--- src/rtl/telemetry_pkg.sv ---
// Shared register map, CTRL layout and address helper for the telemetry counter bank.
package telemetry_pkg;

  localparam int unsigned RegCtrl         = 'h00;
  localparam int unsigned RegChEn         = 'h04;
  localparam int unsigned RegOvf          = 'h08;
  localparam int unsigned RegIrqEn        = 'h0C;
  localparam int unsigned RegShadowBase   = 'h10;
  localparam int unsigned RegShadowStride = 8;

  localparam int unsigned CtrlGenBit  = 0;
  localparam int unsigned CtrlSnapBit = 1;
  localparam int unsigned CtrlClrBit  = 2;

  typedef struct packed {
    logic [28:0] rsvd;
    logic        clr;
    logic        snap;
    logic        gen;
  } ctrl_t;

  // Word-aligned match; the byte lane bits of the address are ignored.
  function automatic logic offset_hit(logic [7:0] addr, int unsigned off);
    return addr[7:2] == 6'(off >> 2);
  endfunction

endpackage

--- src/rtl/telemetry_counter_bank_if.sv ---
// Single-cycle MMIO request/ack port, same shape as the core data port.
interface telemetry_counter_bank_if;
  logic [7:0]  mem_addr_i;
  logic        mem_rd_i;
  logic [3:0]  mem_wr_i;
  logic [31:0] mem_data_wr_i;
  logic        mem_accept_o;
  logic        mem_ack_o;
  logic [31:0] mem_data_rd_o;

  modport master (
    output mem_addr_i, mem_rd_i, mem_wr_i, mem_data_wr_i,
    input  mem_accept_o, mem_ack_o, mem_data_rd_o
  );

  modport slave (
    input  mem_addr_i, mem_rd_i, mem_wr_i, mem_data_wr_i,
    output mem_accept_o, mem_ack_o, mem_data_rd_o
  );
endinterface

--- src/rtl/tlm_counter_cell.sv ---
// One free-running event counter with its snapshot shadow register.
module tlm_counter_cell #(
  parameter int unsigned CNT_W = 48
) (
  input  logic             clk_i,
  input  logic             rst_ni,
  input  logic             inc,
  input  logic             clr,
  input  logic             snap,
  output logic [CNT_W-1:0] shadow,
  output logic             wrap
);

  logic [CNT_W-1:0] cnt_q, cnt_d;
  logic [CNT_W-1:0] shadow_q;

  // A clear swallows a coincident increment, so it cannot wrap either.
  assign wrap   = inc & ~clr & (&cnt_q);
  assign shadow = shadow_q;

  always_comb begin
    cnt_d = cnt_q;
    if (clr) begin
      cnt_d = '0;
    end else if (inc) begin
      cnt_d = cnt_q + CNT_W'(1);
    end
  end

  always_ff @(posedge clk_i or negedge rst_ni) begin
    if (!rst_ni) begin
      cnt_q    <= '0;
      shadow_q <= '0;
    end else begin
      cnt_q <= cnt_d;
      if (snap) begin
        shadow_q <= cnt_q;
      end
    end
  end

endmodule

--- src/rtl/telemetry_counter_bank.sv ---
// Bank of NUM_CH event counters with snapshot shadows, sticky overflow and MMIO access.
// Optional overflow interrupt (IRQ_EN register and irq_o) is built when TLM_IRQ_EN is defined.
module telemetry_counter_bank
  import telemetry_pkg::*;
#(
  parameter int unsigned NUM_CH = 4,
  parameter int unsigned CNT_W  = 48
) (
  input  logic                  clk_i,
  input  logic                  rst_ni,
  input  logic [NUM_CH-1:0]     event_i,
  telemetry_counter_bank_if.slave mem,
  output logic [NUM_CH-1:0]     ovf_o
`ifdef TLM_IRQ_EN
  ,
  output logic                  irq_o
`endif
);

  logic              wr_en, rd_en, req;
  logic              wr_ctrl, wr_chen, wr_ovf;
  logic              snap, clr;
  ctrl_t             ctrl_wr, ctrl_rd;
  logic              gen_q, gen_d;
  logic [NUM_CH-1:0] en_q, en_d;
  logic [NUM_CH-1:0] ovf_q, ovf_d;
  logic [NUM_CH-1:0] inc, wrap;
  logic [CNT_W-1:0]  shadow [NUM_CH];
  logic [63:0]       sh_ext [NUM_CH];
  logic [31:0]       rdata, data_q;
  logic              ack_q;

  assign ctrl_wr = ctrl_t'(mem.mem_data_wr_i);
  assign wr_en   = |mem.mem_wr_i;
  // Write wins over a simultaneous read; either way one ack.
  assign rd_en   = mem.mem_rd_i & ~wr_en;
  assign req     = mem.mem_rd_i | wr_en;

  assign wr_ctrl = wr_en & offset_hit(mem.mem_addr_i, RegCtrl);
  assign wr_chen = wr_en & offset_hit(mem.mem_addr_i, RegChEn);
  assign wr_ovf  = wr_en & offset_hit(mem.mem_addr_i, RegOvf);
  assign snap    = wr_ctrl & ctrl_wr.snap;
  assign clr     = wr_ctrl & ctrl_wr.clr;

  assign inc = event_i & en_q & {NUM_CH{gen_q}};

  for (genvar g = 0; g < NUM_CH; g++) begin : gen_cell
    tlm_counter_cell #(
      .CNT_W (CNT_W)
    ) u_cell (
      .clk_i  (clk_i),
      .rst_ni (rst_ni),
      .inc    (inc[g]),
      .clr    (clr),
      .snap   (snap),
      .shadow (shadow[g]),
      .wrap   (wrap[g])
    );
    assign sh_ext[g] = 64'(shadow[g]);
  end

  always_comb begin
    gen_d = gen_q;
    en_d  = en_q;
    ovf_d = ovf_q;
    if (wr_ctrl) begin
      gen_d = ctrl_wr.gen;
    end
    if (wr_chen) begin
      en_d = mem.mem_data_wr_i[NUM_CH-1:0];
    end
    if (wr_ovf) begin
      ovf_d = ovf_d & ~mem.mem_data_wr_i[NUM_CH-1:0];
    end
    if (clr) begin
      ovf_d = '0;
    end
    // Applied last so a fresh overflow beats a coincident W1C.
    ovf_d = ovf_d | wrap;
  end

`ifdef TLM_IRQ_EN
  logic [NUM_CH-1:0] irq_en_q;
  logic              irq_q;

  always_ff @(posedge clk_i or negedge rst_ni) begin
    if (!rst_ni) begin
      irq_en_q <= '0;
      irq_q    <= 1'b0;
    end else begin
      if (wr_en && offset_hit(mem.mem_addr_i, RegIrqEn)) begin
        irq_en_q <= mem.mem_data_wr_i[NUM_CH-1:0];
      end
      irq_q <= |(ovf_q & irq_en_q);
    end
  end

  assign irq_o = irq_q;
`endif

  always_comb begin
    rdata       = '0;
    ctrl_rd     = '0;
    ctrl_rd.gen = gen_q;
    if (offset_hit(mem.mem_addr_i, RegCtrl)) begin
      rdata = ctrl_rd;
    end else if (offset_hit(mem.mem_addr_i, RegChEn)) begin
      rdata = 32'(en_q);
    end else if (offset_hit(mem.mem_addr_i, RegOvf)) begin
      rdata = 32'(ovf_q);
`ifdef TLM_IRQ_EN
    end else if (offset_hit(mem.mem_addr_i, RegIrqEn)) begin
      rdata = 32'(irq_en_q);
`endif
    end
    for (int unsigned i = 0; i < NUM_CH; i++) begin
      if (offset_hit(mem.mem_addr_i, RegShadowBase + RegShadowStride * i)) begin
        rdata = sh_ext[i][31:0];
      end
      if (offset_hit(mem.mem_addr_i, RegShadowBase + RegShadowStride * i + 4)) begin
        rdata = sh_ext[i][63:32];
      end
    end
  end

  always_ff @(posedge clk_i or negedge rst_ni) begin
    if (!rst_ni) begin
      gen_q  <= 1'b0;
      en_q   <= '0;
      ovf_q  <= '0;
      ack_q  <= 1'b0;
      data_q <= '0;
    end else begin
      gen_q  <= gen_d;
      en_q   <= en_d;
      ovf_q  <= ovf_d;
      ack_q  <= req;
      data_q <= rd_en ? rdata : '0;
    end
  end

  assign mem.mem_accept_o  = 1'b1;
  assign mem.mem_ack_o     = ack_q;
  assign mem.mem_data_rd_o = data_q;
  assign ovf_o             = ovf_q;

  logic unused_bits;
  assign unused_bits = ^{mem.mem_addr_i[1:0], ctrl_wr.rsvd, mem.mem_data_wr_i};

endmodule

--- src/flat_wrapper.sv ---
// flat-port wrapper written by rule: the top's interface ports become plain ports
module telemetry_counter_bank_flat import telemetry_pkg::*;
#(
  parameter int unsigned NUM_CH = 4,
  parameter int unsigned CNT_W  = 48
)
  (clk_i, rst_ni, event_i, ovf_o, mem_mem_addr_i, mem_mem_rd_i, mem_mem_wr_i, mem_mem_data_wr_i, mem_mem_accept_o, mem_mem_ack_o, mem_mem_data_rd_o);
  telemetry_counter_bank_if mem_i ();
  input  logic clk_i;
  input  logic rst_ni;
  input  logic [NUM_CH-1:0] event_i;
  output logic [NUM_CH-1:0] ovf_o;
  input wire logic [$bits(mem_i.mem_addr_i)-1:0] mem_mem_addr_i;
  input wire logic [$bits(mem_i.mem_rd_i)-1:0] mem_mem_rd_i;
  input wire logic [$bits(mem_i.mem_wr_i)-1:0] mem_mem_wr_i;
  input wire logic [$bits(mem_i.mem_data_wr_i)-1:0] mem_mem_data_wr_i;
  output wire logic [$bits(mem_i.mem_accept_o)-1:0] mem_mem_accept_o;
  output wire logic [$bits(mem_i.mem_ack_o)-1:0] mem_mem_ack_o;
  output wire logic [$bits(mem_i.mem_data_rd_o)-1:0] mem_mem_data_rd_o;
  assign mem_i.mem_addr_i = mem_mem_addr_i;
  assign mem_i.mem_rd_i = mem_mem_rd_i;
  assign mem_i.mem_wr_i = mem_mem_wr_i;
  assign mem_i.mem_data_wr_i = mem_mem_data_wr_i;
  assign mem_mem_accept_o = mem_i.mem_accept_o;
  assign mem_mem_ack_o = mem_i.mem_ack_o;
  assign mem_mem_data_rd_o = mem_i.mem_data_rd_o;
  telemetry_counter_bank #(.NUM_CH(NUM_CH), .CNT_W(CNT_W)) u_core (.clk_i(clk_i), .rst_ni(rst_ni), .event_i(event_i), .mem(mem_i), .ovf_o(ovf_o));
endmodule
--- config.mk ---
export PLATFORM = sky130hd
export DESIGN_NAME = telemetry_counter_bank_flat
export DESIGN_NICKNAME = d
export VERILOG_FILES = /design/src/rtl/telemetry_pkg.sv /design/src/rtl/telemetry_counter_bank_if.sv /design/src/rtl/tlm_counter_cell.sv /design/src/rtl/telemetry_counter_bank.sv /design/src/flat_wrapper.sv
export SDC_FILE = /design/constraint.sdc
export NUM_CORES = 1
export LEC_CHECK = 0
export CORE_UTILIZATION = 49
export DETAILED_ROUTE_END_ITERATION = 10
export HOLD_SLACK_MARGIN = 0.06
export PLACE_DENSITY = 0.67
export SLEW_MARGIN = 20
export SYNTH_ARGS = -nofsm -noshare
export SYNTH_HDL_FRONTEND = slang
export SYNTH_SLANG_ARGS = --single-unit
--- constraint.sdc ---
create_clock -name clk_i -period 2.75 [get_ports clk_i]
set_input_delay 0.4125 -clock clk_i [delete_from_list [all_inputs] [get_ports clk_i]]
set_output_delay 0.4125 -clock clk_i [all_outputs]
set_load 0.05 [all_outputs]
==> After elaboration in Yosys (flattened, before gate mapping) <==
Cells that the tools add are included.
{ "totals": {"memories": 0, "ramBits": 0, "inputBits": 51, "latch_bits": 0, "register_bits": 426, "romBits": 0} }
{ "classes": {"bitwise_logic": 22, "div_mod_pow": 0, "n_reduce_logical": 10, "add_sub_neg": 4, "n_mux": 22, "eq_ne": 10, "order_cmp": 0, "multipliers": 0, "shift": 0} }
{ "ops": {"columns": ["cell", "n"], "rows": [
  ["2-to-1 mux 48 bit", 8],
  ["2-to-1 mux 32 bit", 11],
  ["adder 48 x 1 -> 48 bit (second input constant)", 4],
  ["AND reduction 48 bit", 4],
  ["== test 6 x 3 -> 1 bit (second input constant)", 4],
  ["== test 6 x 4 -> 1 bit (second input constant)", 4],
  ["bitwise AND 1 bit", 14],
  ["bitwise AND 4 bit", 3],
  ["2-to-1 mux 4 bit", 3],
  ["nonzero test 2 bit", 4],
  ["== test 6 x 1 -> 1 bit (second input constant)", 1],
  ["== test 6 x 2 -> 1 bit (second input constant)", 1],
  ["logical NOT 6 bit", 1],
  ["NOT 4 bit", 1],
  ["OR 4 bit", 1],
  ["OR reduction 4 bit", 1],
  ["NOT 1 bit", 2],
  ["OR 1 bit", 1]
]} }

==> Longest topological paths before layout <==
{ "depth": {"ltp_word": 13, "depth_mapped": 9, "depth_no_buf": 6} }

==> By module <==
From an unflattened synthesis, not the netlist that was laid out.
{ "unflattened": {"hier_cells": 1925, "hier_area_um2": 21333.0} }
{ "modules_own_cells": {"columns": ["module", "cells_each", "n_inst", "seq_area_each_um2", "area_per_inst_um2"], "rows": [
  ["tlm_counter_cell", 400, 4, 2402.3, 4529.3],
  ["telemetry_counter_bank", 325, 1, 1051.0, 3215.6]
]} }

==> Worst setup path before layout <==
Ideal clock, no wire load.
{ "synth_path": {"kind": "input port to flip-flop", "startpoint": "input mem_mem_addr_i[4]", "endpoint": "register u_core.gen_cell[3].u_cell.shadow_q[40]", "setup_slack_ps": 645, "arrival_ps": 1978, "path_stages": 7, "cell_sequence": "or4_4 nor2_2 nand3_1 buf_2 buf_6 buf_4 mux2_1"} }
{ "synth_between": {"elab_chain_len": 3} }
{ "synth_lines": {"columns": ["element", "line_no", "text"], "rows": [
  ["start, declared", "flat_wrapper.sv:13", "input wire logic [$bits(mem_i.mem_addr_i)-1:0] mem_mem_addr_i;"],
  ["logical NOT 6 bit", "telemetry_pkg.sv:24", "return addr[7:2] == 6'(off >> 2);"],
  ["bitwise AND 1 bit", "telemetry_counter_bank.sv:39", "assign wr_ctrl = wr_en & offset_hit(mem.mem_addr_i, RegCtrl);"],
  ["bitwise AND 1 bit", "telemetry_counter_bank.sv:42", "assign snap = wr_ctrl & ctrl_wr.snap;"],
  ["end signal, assigned", "tlm_counter_cell.sv:37", "shadow_q <= cnt_q;"],
  ["end, declared", "tlm_counter_cell.sv:15", "logic [CNT_W-1:0] shadow_q;"]
]} }
No other way between the ends.
A chain may end at the register's enable or synchronous reset.

==> Final worst setup path <==
{ "layout_path": {"startpoint": "register u_core.gen_cell[1].u_cell.cnt_q[27]", "endpoint": "register u_core.ovf_q[1] (netlist: u_core.ovf_o[1])"} }
{ "layout_between": {"elab_chain_len": 3} }
{ "layout_lines": {"columns": ["element", "line_no", "text"], "rows": [
  ["start, declared", "tlm_counter_cell.sv:14", "logic [CNT_W-1:0] cnt_q, cnt_d;"],
  ["start signal, assigned", "tlm_counter_cell.sv:35", "cnt_q <= cnt_d;"],
  ["AND reduction 48 bit", "tlm_counter_cell.sv:18", "assign wrap = inc & ~clr & (&cnt_q);"],
  ["bitwise AND 1 bit", "tlm_counter_cell.sv:18", null],
  ["OR 4 bit", "telemetry_counter_bank.sv:79", "ovf_d = ovf_d | wrap;"],
  ["net u_core.ovf_d[1]", "telemetry_counter_bank.sv:26", "logic [NUM_CH-1:0] ovf_q, ovf_d;"],
  ["end signal, assigned", "telemetry_counter_bank.sv:136", "ovf_q <= ovf_d;"],
  ["end, declared", "telemetry_counter_bank.sv:26", null]
]} }
The timed path passes the listed nets, and every way through them passes these cells.

==> summary.log <==
qor: synthesis.synth_top_flop_cell dfrtp_1
qor: hold_path.timing.hold.worst.class input port to asynchronous set/reset pin
qor: power_and_ir_drop.power_density_over_cell_area 590 nW/um^2
qor: global_route.globalRouteTotalUtil 25.2%
qor: sta.maxSlewViolCount 0
qor: sta.fin_ws 0.388 ns
qor: clock_network.clock_insertion_delay_at_the_later_pin_of_the_skew_report 0.59 ns
qor: setup_path.critPathMaxFanout 9
qor: synthesis.yosys_register_bits 426
qor: cells_and_area.multi_input_area 8460 um^2
qor: cells_and_area.final_design_area_no_fill 23400 um^2
qor: global_route.grt_first_pass_wirelength 81.1 mm
qor: drt.dr.first_iter.drc_count 1062
qor: clock_network.h-tree-depth 2
qor: floorplanning.die_w 202 um
qor: cells_and_area.nets_final 1986
qor: cells_and_area.drive_gt1_share 17.0%
qor: global_route.grt.overflow.total 0
qor: setup_path.arrival 2.87 ns
qor: floorplanning.start_util 49.6%
qor: setup_path.path_class register to register
qor: drt.route.final.wire_length 50.3 mm
qor: synthesis.syn_nets 1842
qor: place.dpl-instance-area 21800 um^2
qor: clock_network.post_cts_buffers 0
qor: floorplanning.rows 73
qor: synthesis.synth_cell_type_count 62
qor: clock_network.clkTransAtPathRegs 0.06 ns
qor: clock_network.tritoncts yes
qor: setup_path.end_kind register
qor: place.placedCellCount 2407
qor: clock_network.number_of_buffers_inserted_during_clock_tree_synthesis 46
qor: synthesis.yosys_warnings 0
qor: power_and_ir_drop.leakage 10.7 nW
qor: floorplanning.fp.coreArea 39600 um^2
qor: synthesis.post_synth_main_area_contributors dfrtp_1 (54%), mux2_2 (5.4%), mux2_1 (4.4%)
qor: cells_and_area.most-common-layout-cells dfrtp_1 (426), nor2_1 (169), buf_4 (103), nand2_1 (100), mux2_2 (95)
qor: cells_and_area.seqCellArea 10700 um^2
qor: run.maxCapViolations 0
qor: sta.report.final.setup_viol 0
qor: setup_path.required_worst_endpoint 3.26 ns
qor: run_status.status complete, no violations
qor: setup_path.start_kind register
qor: clock_network.numClockSinks 426
qor: place.dpl.hpwl 35.7 mm
qor: sta.fmax 423 MHz
qor: drt.drt_pre_antenna_iters 7
qor: sta.finalHoldWorstSlack 0.367 ns
qor: sta.timing.max_slew.rel_slack 54.4%
qor: synthesis.mappedNetlistArea 19700 um^2
qor: floorplanning.dieHeight 202 um
qor: place.dp_slack -0.0743 ns
qor: drt.dr_total_vias 14662
qor: clock_network.longest_clk_path_bufs 3
qor: global_route.maximum_number_of_pins_on_one_net_before_global_route_repair 114
qor: cells_and_area.area.growth.synth_to_final 18.9%
qor: clock_network.cts_root_buf clkbuf_16
qor: drt.post_drt_wl_per_cell 20.2 um
qor: clock_network.cts_hold_buf 1
qor: sta.part_of_the_cycle_the_worst_path_needs 85.9%
qor: place.numPortBuffers 57
qor: sta.rsz0062_at_grt false
qor: cells_and_area.layout.filler_cells 3267
qor: cells_and_area.layout.cells.most_common dfrtp_1
qor: clock_network.cts.repair.resized 0
qor: sta.timing.clock.skew 0.0288 ns
qor: synthesis.yosysSeqAreaShare 54.2%
qor: drt.drcViolationCount 0
qor: power_and_ir_drop.total_power 13.8 mW
qor: floorplanning.pin_count 89
qor: synthesis.syn-instance-count 1787
qor: place.gp_congestion 0.855
qor: sta.finalCriticalPeriod 2.36 ns
qor: global_route.antenna_found_initial 0
qor: sta.final-hold-violation-count 0
qor: synthesis.avgSynthCellArea 11.0 um^2
qor: synthesis.ys_async_sr_fraction 100%
qor: floorplanning.floorplan.die_area 41000 um^2
qor: drt.final_antenna_net_count 0
qor: synthesis.synth_edf_count 0
qor: drt.drt-vias-per-instance 5.89
qor: power_and_ir_drop.power.ir.vdd_worst 0.000448 V
qor: cells_and_area.num_antenna_cells 0
qor: synthesis.yosys.area.top_type dfrtp_1
qor: cells_and_area.final-instance-count-excl-fill 2491
qor: sta.actual_slew_at_the_worst_max_slew_pin 0.679 ns
qor: global_route.first_global_vias 14931
qor: synthesis.synth_top_cell_area_share 54.2%
-- cell usage after synthesis, types with 29 or more instances --
cell and number:
buf_2 29, dfrtp_1 426, o21ai_0 48, xor2_1 90, mux2_1 77, nand3_1 74, mux2_2 95, a22oi_1 39
o21ai_1 35, xnor2_1 32, nand2_1 100, a21oi_1 86, nor2_1 169, or3_1 41, inv_1 35, clkbuf_1 39
nand4_1 82
-- registers in the layout, summed over array words and instances (netlist names) --
| signal | cells |
|---|---|
| u_core.en_q | 4 |
| u_core.gen_cell.u_cell.cnt_q | 192 |
| u_core.gen_cell.u_cell.shadow | 192 |
| u_core.gen_q | 1 |
| u_core.mem.mem_ack_o | 1 |
| u_core.mem.mem_data_rd_o | 32 |
| u_core.ovf_o | 4 |
-- power by group --
group,switching (mW),internal (mW)
Sequential,0.161,6.42
Combinational,0.411,0.251
Clock,2.61,3.96
-- through the flow --
step / utilization [%] / TNS [ns]
3_5_place_dp: 55.0 / -0.114
3_3_place_gp: 55.0 / -0.0441
2_1_floorplan: - / 0
6_report: 59.0 / 0
4_1_cts: 59.0 / 0
5_1_grt: 59.0 / 0
-- critical path, stage by stage, from the launching register on --
cell,delay [ns]
dfrtp_1,0.44
nand3_1,0.29
nor4_1,0.56
nand4_1,0.39
or3_1,0.46
a21oi_1,0.16
-- worst paths after layout --
check,start,endpoint,slack [ns],cells past startpoint
worst min-delay path,rst_ni,u_core.gen_cell[3].u_cell.cnt_q[38]$_DFFE_PN0P_,0.37,2
worst max register to register,u_core.gen_cell[1].u_cell.cnt_q[27]$_DFFE_PN0P_,u_core.ovf_o[1]$_DFF_PN0_,0.39,5
worst max-delay path,u_core.gen_cell[1].u_cell.cnt_q[27]$_DFFE_PN0P_,u_core.ovf_o[1]$_DFF_PN0_,0.39,5
worst min register to register,u_core.gen_cell[1].u_cell.shadow[25]$_DFFE_PN0P_,u_core.gen_cell[1].u_cell.shadow[25]$_DFFE_PN0P_,0.49,2
max in group asynchronous,rst_ni,u_core.mem.mem_data_rd_o[21]$_DFF_PN0_,1.45,3
min in group clk_i,mem_mem_data_wr_i[3],u_core.en_q[3]$_DFFE_PN0P_,0.48,2
-- cell type report --
type | instances | share of cell area [%]
Sequential cell | 426 | 45.5
Multi-Input combinational cell | 1234 | 36.1
Timing Repair Buffer | 188 | 8.11
Clock buffer | 60 | 5.49
Tap cell | 525 | 2.81
Clock inverter | 23 | 1.35
Inverter | 35 | 0.561
-- routing by layer --
| layer | wire length (um) | track usage (%) | vias to the layer above |
|---|---|---|---|
| li1 | - | - | 6779 |
| met1 | 21100 | 32.5 | 7392 |
| met2 | 24500 | 41.6 | 369 |
| met3 | 2450 | 4.71 | 122 |
| met4 | 2240 | 11.1 | 0 |
| met5 | 0 | 0 | - |
-- cells by family (layout without fill, tap and decap cells) --
kind of cell	Yosys count	count (layout)	synth area share [%]
multiplexers	178	178	10.1
flip-flops	426	426	54.2
AND/OR/NAND/NOR	622	622	17.3
buffers and inverters	127	306	2.99
XOR/XNOR	122	122	5.43
adder cells (fa/ha/maj)	4	4	0.254
AO/OA/AOI/OAI	307	307	9.69
other	1	1	0.0191
(Power assumes the default switching activity.)
